===== config.mk =====
export PLATFORM = sky130hd
export DESIGN_NAME = seq_alu_exec_flat
export DESIGN_NICKNAME = d
export VERILOG_FILES = /design/src/rtl/seq_alu_exec_pkg.sv /design/src/rtl/seq_alu_exec_if.sv /design/src/rtl/seq_alu_exec_serial_shifter.sv /design/src/rtl/seq_alu_exec.sv /design/src/flat_wrapper.sv
export SDC_FILE = /design/constraint.sdc
export NUM_CORES = 1
export LEC_CHECK = 0
export CORE_MARGIN = 2
export CORE_UTILIZATION = 35
export CTS_CLUSTER_SIZE = 28
export DETAILED_ROUTE_END_ITERATION = 6
export GPL_TIMING_DRIVEN = 0
export HOLD_SLACK_MARGIN = 0.02
export PLACE_DENSITY = 0.52
export SYNTH_ARGS = -nofsm -noshare
export SYNTH_HDL_FRONTEND = slang
export SYNTH_HIERARCHICAL = 1
export SYNTH_SLANG_ARGS = --single-unit

===== constraint.sdc =====
create_clock -name clk -period 3 [get_ports clk]
set_clock_uncertainty 0.1 [all_clocks]
set_input_delay 0.6 -clock clk [delete_from_list [all_inputs] [get_ports clk]]
set_output_delay 0.6 -clock clk [all_outputs]
set_load 0.01 [all_outputs]

===== src/rtl/seq_alu_exec_pkg.sv =====
// Shared constants for the multi-cycle ALU execution unit: ALU select codes,
// FSM state encodings, and a helper that classifies shift operations.
package seq_alu_exec_pkg;

    // ALU select codes produced by ALU control decode
    localparam logic [3:0] ALU_ADD  = 4'h0;
    localparam logic [3:0] ALU_SUB  = 4'h1;
    localparam logic [3:0] ALU_AND  = 4'h2;
    localparam logic [3:0] ALU_OR   = 4'h3;
    localparam logic [3:0] ALU_XOR  = 4'h4;
    localparam logic [3:0] ALU_SLT  = 4'h5;
    localparam logic [3:0] ALU_SLTU = 4'h6;
    localparam logic [3:0] ALU_SLL  = 4'h7;
    localparam logic [3:0] ALU_SRL  = 4'h8;
    localparam logic [3:0] ALU_SRA  = 4'h9;
    localparam logic [3:0] ALU_SRAI = 4'hA;
    localparam logic [3:0] ALU_PASS = 4'hB;

    // Execution FSM states
    localparam logic [1:0] EXE_IDLE  = 2'd0;
    localparam logic [1:0] EXE_SHIFT = 2'd1;
    localparam logic [1:0] EXE_DONE  = 2'd2;

    typedef enum logic [1:0] {
        SH_NONE  = 2'd0,
        SH_LEFT  = 2'd1,
        SH_RIGHT = 2'd2,
        SH_ARITH = 2'd3
    } shift_kind_e;

    // SRA and SRAI behave identically: both sign-fill from the original MSB
    function automatic shift_kind_e shift_kind(input logic [3:0] sel);
        case (sel)
            ALU_SLL:           return SH_LEFT;
            ALU_SRL:           return SH_RIGHT;
            ALU_SRA, ALU_SRAI: return SH_ARITH;
            default:           return SH_NONE;
        endcase
    endfunction

endpackage


===== src/rtl/seq_alu_exec_if.sv =====
// Request/response bundle between the operand stage, the execution unit and
// writeback/branch logic. The execution unit is the slave.
interface seq_alu_exec_if #(parameter int WIDTH = 32);
    logic             in_valid;
    logic             in_ready;
    logic [3:0]       alu_sel;
    logic [WIDTH-1:0] op_a;
    logic [WIDTH-1:0] op_b;
    logic             out_valid;
    logic             out_ready;
    logic [WIDTH-1:0] result;
    logic             zero_flag;
    logic             carry_flag;
    logic             ovf_flag;
    logic             sign_flag;

    modport master (
        output in_valid, alu_sel, op_a, op_b, out_ready,
        input  in_ready, out_valid, result, zero_flag, carry_flag, ovf_flag, sign_flag
    );

    modport slave (
        input  in_valid, alu_sel, op_a, op_b, out_ready,
        output in_ready, out_valid, result, zero_flag, carry_flag, ovf_flag, sign_flag
    );
endinterface


===== src/rtl/seq_alu_exec_serial_shifter.sv =====
// Serial 1-bit-per-cycle shifter. Loaded with data and a shift amount, it
// shifts once per cycle until the counter runs out. o_done flags the cycle
// in which the final shift lands; o_next is the value after that shift.
module seq_alu_exec_serial_shifter #(
    parameter int WIDTH   = 32,
    parameter int SHAMT_W = 5
) (
    input  logic               clk,
    input  logic               rst_n,
    input  logic               i_load,
    input  logic               i_dir,     // 1 = right, 0 = left
    input  logic               i_arith,   // right shifts fill with data MSB
    input  logic [WIDTH-1:0]   i_data,
    input  logic [SHAMT_W-1:0] i_shamt,
    output logic [WIDTH-1:0]   o_next,
    output logic               o_done
);
    logic [WIDTH-1:0]   r_data;
    logic [SHAMT_W-1:0] r_cnt;
    logic               r_dir;
    logic               r_fill;

    assign o_next = r_dir ? {r_fill, r_data[WIDTH-1:1]} : {r_data[WIDTH-2:0], 1'b0};
    assign o_done = (r_cnt == SHAMT_W'(1));

    // Load operand and count on request, then shift one bit per cycle
    always_ff @(posedge clk or negedge rst_n) begin
        if (!rst_n) begin
            r_data <= '0;
            r_cnt  <= '0;
            r_dir  <= 1'b0;
            r_fill <= 1'b0;
        end else if (i_load) begin
            r_data <= i_data;
            r_cnt  <= i_shamt;
            r_dir  <= i_dir;
            r_fill <= i_arith & i_data[WIDTH-1];
        end else if (r_cnt != '0) begin
            r_data <= o_next;
            r_cnt  <= r_cnt - SHAMT_W'(1);
        end
    end
endmodule


===== src/rtl/seq_alu_exec.sv =====
// Multi-cycle ALU execution unit. Logic/arithmetic ops finish one cycle after
// capture; non-zero shifts go through the serial shifter (shamt+1 cycles).
// Results and flags are registered and held until the next op writes them.
module seq_alu_exec
    import seq_alu_exec_pkg::*;
#(
    parameter int WIDTH   = 32,
    parameter int SHAMT_W = 5
) (
    input  logic          clk,
    input  logic          rst,
    seq_alu_exec_if.slave bus
);
    logic [1:0]         r_state;
    logic [WIDTH-1:0]   r_result;
    logic               r_zero, r_carry, r_ovf, r_sign;

    logic [WIDTH:0]     w_sum, w_diff;
    logic [WIDTH-1:0]   w_res, w_fin_res, w_sh_next;
    logic               w_carry, w_ovf, w_fin_carry, w_fin_ovf;
    logic [SHAMT_W-1:0] w_shamt;
    shift_kind_e        w_kind;
    logic               w_capture, w_sh_load, w_sh_done, w_in_shift, w_wr;

    assign w_shamt   = bus.op_b[SHAMT_W-1:0];
    assign w_kind    = shift_kind(bus.alu_sel);
    assign w_sum     = {1'b0, bus.op_a} + {1'b0, bus.op_b};
    assign w_diff    = {1'b0, bus.op_a} - {1'b0, bus.op_b};
    assign w_capture = bus.in_valid && (r_state == EXE_IDLE);
    assign w_sh_load = w_capture && (w_kind != SH_NONE) && (w_shamt != '0);
    assign w_in_shift = (r_state == EXE_SHIFT);

    // Single-cycle result; a zero-amount shift just passes op_a through
    always_comb begin
        w_res   = '0;
        w_carry = 1'b0;
        w_ovf   = 1'b0;
        case (bus.alu_sel)
            ALU_ADD: begin
                w_res   = w_sum[WIDTH-1:0];
                w_carry = w_sum[WIDTH];
                w_ovf   = (bus.op_a[WIDTH-1] == bus.op_b[WIDTH-1]) &&
                          (w_sum[WIDTH-1] != bus.op_a[WIDTH-1]);
            end
            ALU_SUB: begin
                w_res   = w_diff[WIDTH-1:0];
                w_carry = ~w_diff[WIDTH];
                w_ovf   = (bus.op_a[WIDTH-1] != bus.op_b[WIDTH-1]) &&
                          (w_diff[WIDTH-1] != bus.op_a[WIDTH-1]);
            end
            ALU_AND:  w_res = bus.op_a & bus.op_b;
            ALU_OR:   w_res = bus.op_a | bus.op_b;
            ALU_XOR:  w_res = bus.op_a ^ bus.op_b;
            ALU_SLT:  w_res = {{(WIDTH-1){1'b0}}, $signed(bus.op_a) < $signed(bus.op_b)};
            ALU_SLTU: w_res = {{(WIDTH-1){1'b0}}, bus.op_a < bus.op_b};
            ALU_SLL, ALU_SRL, ALU_SRA, ALU_SRAI: w_res = bus.op_a;
            ALU_PASS: w_res = bus.op_b;
            default:  w_res = '0;
        endcase
    end

    seq_alu_exec_serial_shifter #(.WIDTH(WIDTH), .SHAMT_W(SHAMT_W)) u_shifter (
        .clk     (clk),
        .rst_n   (rst),
        .i_load  (w_sh_load),
        .i_dir   (w_kind != SH_LEFT),
        .i_arith (w_kind == SH_ARITH),
        .i_data  (bus.op_a),
        .i_shamt (w_shamt),
        .o_next  (w_sh_next),
        .o_done  (w_sh_done)
    );

    // Result registers are written either at capture (single-cycle ops) or
    // when the last shift lands; shifts never produce carry/overflow
    assign w_fin_res   = w_in_shift ? w_sh_next : w_res;
    assign w_fin_carry = !w_in_shift && w_carry;
    assign w_fin_ovf   = !w_in_shift && w_ovf;
    assign w_wr        = (w_capture && !w_sh_load) || (w_in_shift && w_sh_done);

    // Control FSM: IDLE -> (SHIFT) -> DONE -> IDLE
    always_ff @(posedge clk or negedge rst) begin
        if (!rst) begin
            r_state <= EXE_IDLE;
        end else begin
            case (r_state)
                EXE_IDLE:  if (w_capture) r_state <= w_sh_load ? EXE_SHIFT : EXE_DONE;
                EXE_SHIFT: if (w_sh_done) r_state <= EXE_DONE;
                EXE_DONE:  if (bus.out_ready) r_state <= EXE_IDLE;
                default:   r_state <= EXE_IDLE;
            endcase
        end
    end

    // Registered result and flags, held until the next op completes
    always_ff @(posedge clk or negedge rst) begin
        if (!rst) begin
            r_result <= '0;
            r_zero   <= 1'b0;
            r_carry  <= 1'b0;
            r_ovf    <= 1'b0;
            r_sign   <= 1'b0;
        end else if (w_wr) begin
            r_result <= w_fin_res;
            r_zero   <= (w_fin_res == '0);
            r_carry  <= w_fin_carry;
            r_ovf    <= w_fin_ovf;
            r_sign   <= w_fin_res[WIDTH-1];
        end
    end

    // in_ready is forced low while reset is asserted
    assign bus.in_ready   = rst && (r_state == EXE_IDLE);
    assign bus.out_valid  = (r_state == EXE_DONE);
    assign bus.result     = r_result;
    assign bus.zero_flag  = r_zero;
    assign bus.carry_flag = r_carry;
    assign bus.ovf_flag   = r_ovf;
    assign bus.sign_flag  = r_sign;
endmodule


===== src/flat_wrapper.sv =====
// flat-port wrapper written by rule: the top's interface ports become plain ports
module seq_alu_exec_flat import seq_alu_exec_pkg::*;
#(
    parameter int WIDTH   = 32,
    parameter int SHAMT_W = 5
)
  (clk, rst, bus_in_valid, bus_alu_sel, bus_op_a, bus_op_b, bus_out_ready, bus_in_ready, bus_out_valid, bus_result, bus_zero_flag, bus_carry_flag, bus_ovf_flag, bus_sign_flag);
  seq_alu_exec_if #(.WIDTH(WIDTH)) bus_i ();
  input  logic clk;
  input  logic rst;
  input wire logic [$bits(bus_i.in_valid)-1:0] bus_in_valid;
  input wire logic [$bits(bus_i.alu_sel)-1:0] bus_alu_sel;
  input wire logic [$bits(bus_i.op_a)-1:0] bus_op_a;
  input wire logic [$bits(bus_i.op_b)-1:0] bus_op_b;
  input wire logic [$bits(bus_i.out_ready)-1:0] bus_out_ready;
  output wire logic [$bits(bus_i.in_ready)-1:0] bus_in_ready;
  output wire logic [$bits(bus_i.out_valid)-1:0] bus_out_valid;
  output wire logic [$bits(bus_i.result)-1:0] bus_result;
  output wire logic [$bits(bus_i.zero_flag)-1:0] bus_zero_flag;
  output wire logic [$bits(bus_i.carry_flag)-1:0] bus_carry_flag;
  output wire logic [$bits(bus_i.ovf_flag)-1:0] bus_ovf_flag;
  output wire logic [$bits(bus_i.sign_flag)-1:0] bus_sign_flag;
  assign bus_i.in_valid = bus_in_valid;
  assign bus_i.alu_sel = bus_alu_sel;
  assign bus_i.op_a = bus_op_a;
  assign bus_i.op_b = bus_op_b;
  assign bus_i.out_ready = bus_out_ready;
  assign bus_in_ready = bus_i.in_ready;
  assign bus_out_valid = bus_i.out_valid;
  assign bus_result = bus_i.result;
  assign bus_zero_flag = bus_i.zero_flag;
  assign bus_carry_flag = bus_i.carry_flag;
  assign bus_ovf_flag = bus_i.ovf_flag;
  assign bus_sign_flag = bus_i.sign_flag;
  seq_alu_exec #(.WIDTH(WIDTH), .SHAMT_W(SHAMT_W)) u_core (.clk(clk), .rst(rst), .bus(bus_i));
endmodule

==> impl_metrics.toml, run 1 <==
[floorplan]
core_area_um2 = 28860
die_w_um = 175.5
rows = 62
start_util = 0.3568
ios = 110
dieArea_um2 = 30810
die_h_um = 175.5

[clock_network]
cts_buffers = 9
cts_buffer_depth = 2
cts_hold_buf = 0
clock_insertion_delay_worst_skew_ns = 0.33
htree_levels = 3
cts-root-buf = "clkbuf_16"
clk_pin_slew_ns = 0.06
tritoncts = "built"
cts_sinks = 76

[timing]
period_minus_slack_ns = 3.658
setup_slack_ns = -0.6580
tightestPinTransition_ns = 1.306
finalMaxSlewViolations = 0
setup-violations-final = 17
timing.slew.headroom = 0.1224
rsz0062_at_grt = "yes"
fmaxAchievable_mhz = 273.4
timing.setup.tns_ns = -5.180
fin_crit_sh = 1.219
hold_violations = 0

[setup_path]
critical_path.max_fanout = 5
worst-endpoint-arrival_ns = 3.83
setup.worst_path.class = "in -> reg"
critPathCaptureType = "flop"
cp_slowest_cell = "or4_4"
cp-start-kind = "primary input"
crit_chain = "buf_6, inv_2, ha_4, or4_4, o21bai_4, o32ai_4, a31oi_4, a2111oi_4, a21oi_2, o21bai_2, buf_6, o311a_4, o2111ai_2, nor4_2, a32o_1"
crit_path_max_incr_delay_ns = 0.60
crit_path_frequent_cell = "buf_6"
required_ns = 3.17
critical_path.top_delay_family = "compound AO/OA/AOI/OAI gates"
path_buf_inv = 3

[worst_hold_path]
hold_class = "in -> async"

[placement]
hpwl_um = 37740
io_buffers = 108
globalplace.congestion = 0.9927

[cells_and_area]
drive_gt1_frac = 0.3619
fin_util = 0.5327
area_growth_pct = 49.31
fin_nets = 1767

[synthesis]
synth_ff_type = "dfrtp_1"
synth_most_common_cell = "nand2_1"
synth-edff-count = 0
ys_types = 96
yosysTopAreaCell = "dfrtp_1"
yosysSeqAreaShare = 0.1847
synth_area_um2 = 10300
syn_inst = 1359
synth_common_cells = "nand2_1 (160), a21oi_1 (104), ha_1 (98), inv_1 (98)"
synth.ff_latch_count = 76
synth_fp_nets = 1531
async_reset_ff_frac = 1.000
synthTopCellsByArea = "dfrtp_1 (18%), ha_1 (12%), nand2_1 (5.8%)"
synth_top_area_share = 0.1847
yosys_warnings = 6
syn_area_per_cell_um2 = 7.576

[global_routing]
antenna_found_initial = 1
track_usage = 0.3176
grt_max_degree = 63
grt_pass1_vias = 11750
grt_pass1_wl_um = 74260
overflow = 0

[power_and_ir_drop]
power_uw = 8343
power_density_nw_per_um2 = 542.7
peakVddDrop_uv = 279.4
p_leak_uw = 0.006482

[route]
post_drt_wl_per_cell_um = 25.32
wirelength_um = 50270
drt_pre_antenna_iters = 5
vias_per_cell = 6.227
drt_iter0_drc = 1454
vias = 12360
antenna_left = 0
drc = 0

[status]
status = "finished with violations"
failed_checks = "setup timing"

[flow_run]
cap_violations = 0
[through the flow]
stage	setup slack, ns	instance area (um2)	instances	hold slack (ns)
after floorplan	-0.4401	10570	1359	0.2044
after global placement	-2.374	12130	1851	0.3600
after detailed placement	-2.283	12170	1853	0.3647
after CTS	-0.6031	14470	1949	0.02374
after global routing	-0.7012	15370	1985	0.03898
final	-0.6580	15370	1985	0.02669
[power by group]
part	leakage (uW)	switching [uW]	internal, uW
Combinational	0.00535	2930	2380
Clock	0.000169	425	794
Sequential	0.000963	327	1480
[cell type report]
class | instances | area, um2
fillers | 2802 | 13480
multi-input cells | 1092 | 9240
repair buffers | 232 | 2256
flip-flops and latches | 76 | 1903
plain buffers | 85 | 679.4
well taps | 384 | 480.5
inverters | 99 | 475.5
clock buffers | 12 | 266.5
clock inverters | 4 | 70.07
diodes | 1 | 2.502
[logic make-up after synthesis]
family                     count (synthesis)  share of synthesized area
DFF                                       76                     0.1847
and+or+nand+nor                          426                     0.2035
adders and majority gates                100                     0.1230
buffers and inverters                    191                    0.08166
muxes                                     76                    0.07826
xor gates and xnor gates                  13                    0.01106
AOI/OAI and AO/OA                        477                     0.3178
[cell usage in the layout (no fill, tap or decap), drive strengths merged, types with 40 or more instances in the layout]
cell             n
a21oi          106
buf            210
clkbuf          57
clkdlybuf4s50   54
dfrtp           76
ha              98
inv             98
mux2i           40
nand2          160
nor2            87
o21ai          118
[final timing paths]
check | from | to | depth (start not counted) | slack, ns
max reg2reg | u_core/r_state[1] | u_core/bus.zero_flag | 10 | -0.42
min in group clk | u_core/bus.result[30] | u_core/bus.result[30] | 2 | 0.36
min | rst | u_core/u_shifter/r_data[3] | 1 | 0.03
max | bus_op_a[15] | u_core/bus.zero_flag | 15 | -0.66
min reg2reg | u_core/bus.result[30] | u_core/bus.result[30] | 2 | 0.36
max in group asynchronous | rst | u_core/u_shifter/r_dir | 2 | 2.18
[layer usage]
layer	global-route usage	share of wire	vias up
met5	0	0	-
met4	0.1174	0.038	0
met3	0.04740	0.095	133
met2	0.4974	0.44	705
met1	0.4419	0.43	6014
li1	-	-	5509
[state kept, by name (all words and copies together), names as in the netlist, 2 cells and up]
name                     flops
u_core/r_state               2
u_core/bus.result           32
u_core/u_shifter/r_cnt       5
u_core/u_shifter/r_data     32
[timing repair]
item,in CTS,in global routing
resized for setup,595,185
buffers inserted,85,41
setup endpoints to repair,76,34
pin swaps,101,87
No activity file was read; power rests on OpenSTA's default activity.
==> inputs of run 2 (changes only) <==
--- a/config.mk
+++ b/config.mk
@@ -16,3 +16,4 @@
 export SYNTH_HDL_FRONTEND = slang
 export SYNTH_HIERARCHICAL = 1
 export SYNTH_SLANG_ARGS = --single-unit
+export TNS_END_PERCENT = 5
==> run 2 against run 1 <==
  * The run still ends with setup timing left
  * Critical path depth is 1 lower
  * Non-clock buffer count down 62
  * Sequential share of layout area up 1.2 points
  * Fmax fell by 1.3%
  * Worst hold slack gained 0.34 ns
  * Setup slack got worse by 0.047 ns
  * First-iteration DRC count down 7.4%
  * Die area did not move
  * Global-route usage fell by 0.68 points
  * Cell count decreased by 3.2%
  * Via count decreased by 2.2%
  * Critical path type unchanged
  * Largest cell class unchanged
  * Largest power group unchanged
==> impl_metrics.toml, run 2 (same netlist as run 1, synthesis figures left out) <==
[cells_and_area]
final_common_cell = "nand2_1"
diodes = 0
final_cell_mix = "nand2_1 (157), a21oi_1 (81), nor2_1 (79), buf_4 (78)"
fillers = 2898
drive_gt1_frac = 0.2841
area_growth_pct = 36.41
fin_nets = 1705

[floorplan]
dieArea_um2 = 30810
rows = 62
ios = 110
core_area_um2 = 28860
die_h_um = 175.5
die_w_um = 175.5
start_util = 0.3568

[timing]
fin_crit_sh = 1.235
finalMaxSlewViolations = 0
setup_slack_ns = -0.7053
hold_violations = 0
whs_ns = 0.3650
rsz0062_at_grt = "yes"
setup-violations-final = 21
period_minus_slack_ns = 3.705
timing.slew.headroom = 0.1916
tightestPinTransition_ns = 1.203
fmaxAchievable_mhz = 269.9

[power_and_ir_drop]
peakVddDrop_uv = 306.2
p_leak_uw = 0.005930
comb_power_share = 0.628
power_density_nw_per_um2 = 555.8
seqPwrFrac = 0.230
power_uw = 7806
power.switching_uw = 3515
pwr-share-clk = 0.141
switching_share = 0.4504
p_int_uw = 4290

[global_routing]
antenna_found_initial = 0
overflow = 0
grt_pass1_wl_um = 72440
grt_pass1_vias = 11510
grt_max_degree = 68
track_usage = 0.3108

[clock_network]
tritoncts = "built"
clk_pin_slew_ns = 0.06
cts-root-buf = "clkbuf_16"
clock_insertion_delay_worst_skew_ns = 0.33
htree_levels = 3
cts_buffer_depth = 2
cts_sinks = 76
cts_buffers = 9

[placement]
io_buffers = 108
globalplace.congestion = 1.010
place_ws_ns = -2.316
hpwl_um = 37730

[setup_path]
worst-endpoint-arrival_ns = 3.87
setup.worst_path.class = "in -> reg"
critical_path.top_delay_family = "compound AO/OA/AOI/OAI gates"
cp-start-kind = "primary input"
critical_path.max_fanout = 10
crit_path_max_incr_delay_ns = 0.49
crit_chain = "clkdlybuf4s15_2, buf_4, nand2_2, mux2i_4, clkbuf_4, a222oi_1, o2111ai_1, nor2_1, o21ai_0, a211oi_1, a211oi_2, buf_4, nor4_2, a32o_1"
required_ns = 3.17
crit_path_frequent_cell = "buf_4"
critPathCaptureType = "flop"
path_buf_inv = 4
cp_slowest_cell = "a222oi_1"

[route]
drc = 0
post_drt_wl_per_cell_um = 25.47
antenna_left = 0
vias_per_cell = 6.287
drt_iter0_drc = 1347
drt_pre_antenna_iters = 7
wirelength_um = 48950
vias = 12080

[status]
failed_checks = "setup timing"
status = "finished with violations"

[worst_hold_path]
hold_class = "reg -> reg"

[flow_run]
cap_violations = 0
[run 2: cell types whose count changed in the layout (fill, tap and decap cells not counted), moves of 7 or more]
cell and delta:
buf_4 -46, inv_1 +10, buf_12 -10, o21ai_2 -8, clkbuf_1 +7, buf_8 -13
buf_6 -17, inv_4 -12
[run 2: area by class of cell]
| class | instances | area, um2 | area share |
|---|---|---|---|
| Inverter | 99 | 417.9 | 0.02976 |
| Buffer | 88 | 624.3 | 0.04445 |
| Timing Repair Buffer | 167 | 1546 | 0.1101 |
| Clock buffer | 12 | 256.5 | 0.01826 |
| Multi-Input combinational cell | 1092 | 8770 | 0.6244 |
| Clock inverter | 4 | 47.55 | 0.003385 |
| Tap cell | 384 | 480.5 | 0.03421 |
| Sequential cell | 76 | 1902 | 0.1354 |
[run 2: timing repair]
item,in CTS,in global routing
pin swaps,81,41
cloned,1,0
setup endpoints to repair,76,68
resized for setup,464,99
hold endpoints to repair,9,0
hold buffers,1,0
buffers inserted,42,13
[run 2: power by group through the flow]
| stage | sequential, uW | combinational, uW | clock, uW |
|---|---|---|---|
| 3_3_place_gp | 1800 | 4250 | 0 |
| 3_5_place_dp | 1810 | 4280 | 0 |
| 5_1_grt | 1860 | 5230 | 1150 |
| 4_1_cts | 1800 | 4720 | 1120 |
| 6_report | 1800 | 4910 | 1100 |
| 2_1_floorplan | 1810 | 2580 | 0 |
[run 2: final timing paths]
| path | from | slack (ns) | depth (start not counted) | end |
|---|---|---|---|---|
| hold / removal | u_core/bus.result[30] | 0.37 | 2 | u_core/bus.result[30] |
| min in group asynchronous | rst | 0.55 | 2 | u_core/u_shifter/r_cnt[4] |
| max in group asynchronous | rst | 1.66 | 3 | u_core/u_shifter/r_data[23] |
| setup reg to reg | u_core/r_state[0] | -0.66 | 13 | u_core/bus.zero_flag |
| setup / recovery | bus_alu_sel[0] | -0.71 | 14 | u_core/bus.zero_flag |
| hold reg to reg | u_core/bus.result[30] | 0.37 | 2 | u_core/bus.result[30] |
[run 2: worst min-delay path, delay by kind of cell, from the launching register on]
kind             cells  cell delay (ns)
flip-flops           1             0.34
AND/OR/NAND/NOR      2             0.09
[run 2: per-layer routing]
metal | vias to the layer above | GRT usage | share of wire
met2 | 692 | 0.4915 | 0.44
met4 | 0 | 0.09573 | 0.032
li1 | 5375 | - | -
met3 | 114 | 0.04307 | 0.092
met5 | - | 0 | 0
met1 | 5902 | 0.4382 | 0.43
[run 2: per-stage QoR]
| stage | cell area, um2 | setup TNS, ns | utilization | std cells |
|---|---|---|---|---|
| global placement | 12060 | -267.05 | 0.4180 | 1851 |
| finish | 14040 | -5.745 | 0.4867 | 1922 |
| floorplan | 10500 | -2.789 | - | 1359 |
| CTS | 13710 | -5.357 | 0.4751 | 1910 |
| global route | 14040 | -8.106 | 0.4867 | 1922 |
| detailed placement | 12100 | -131.92 | 0.4193 | 1853 |
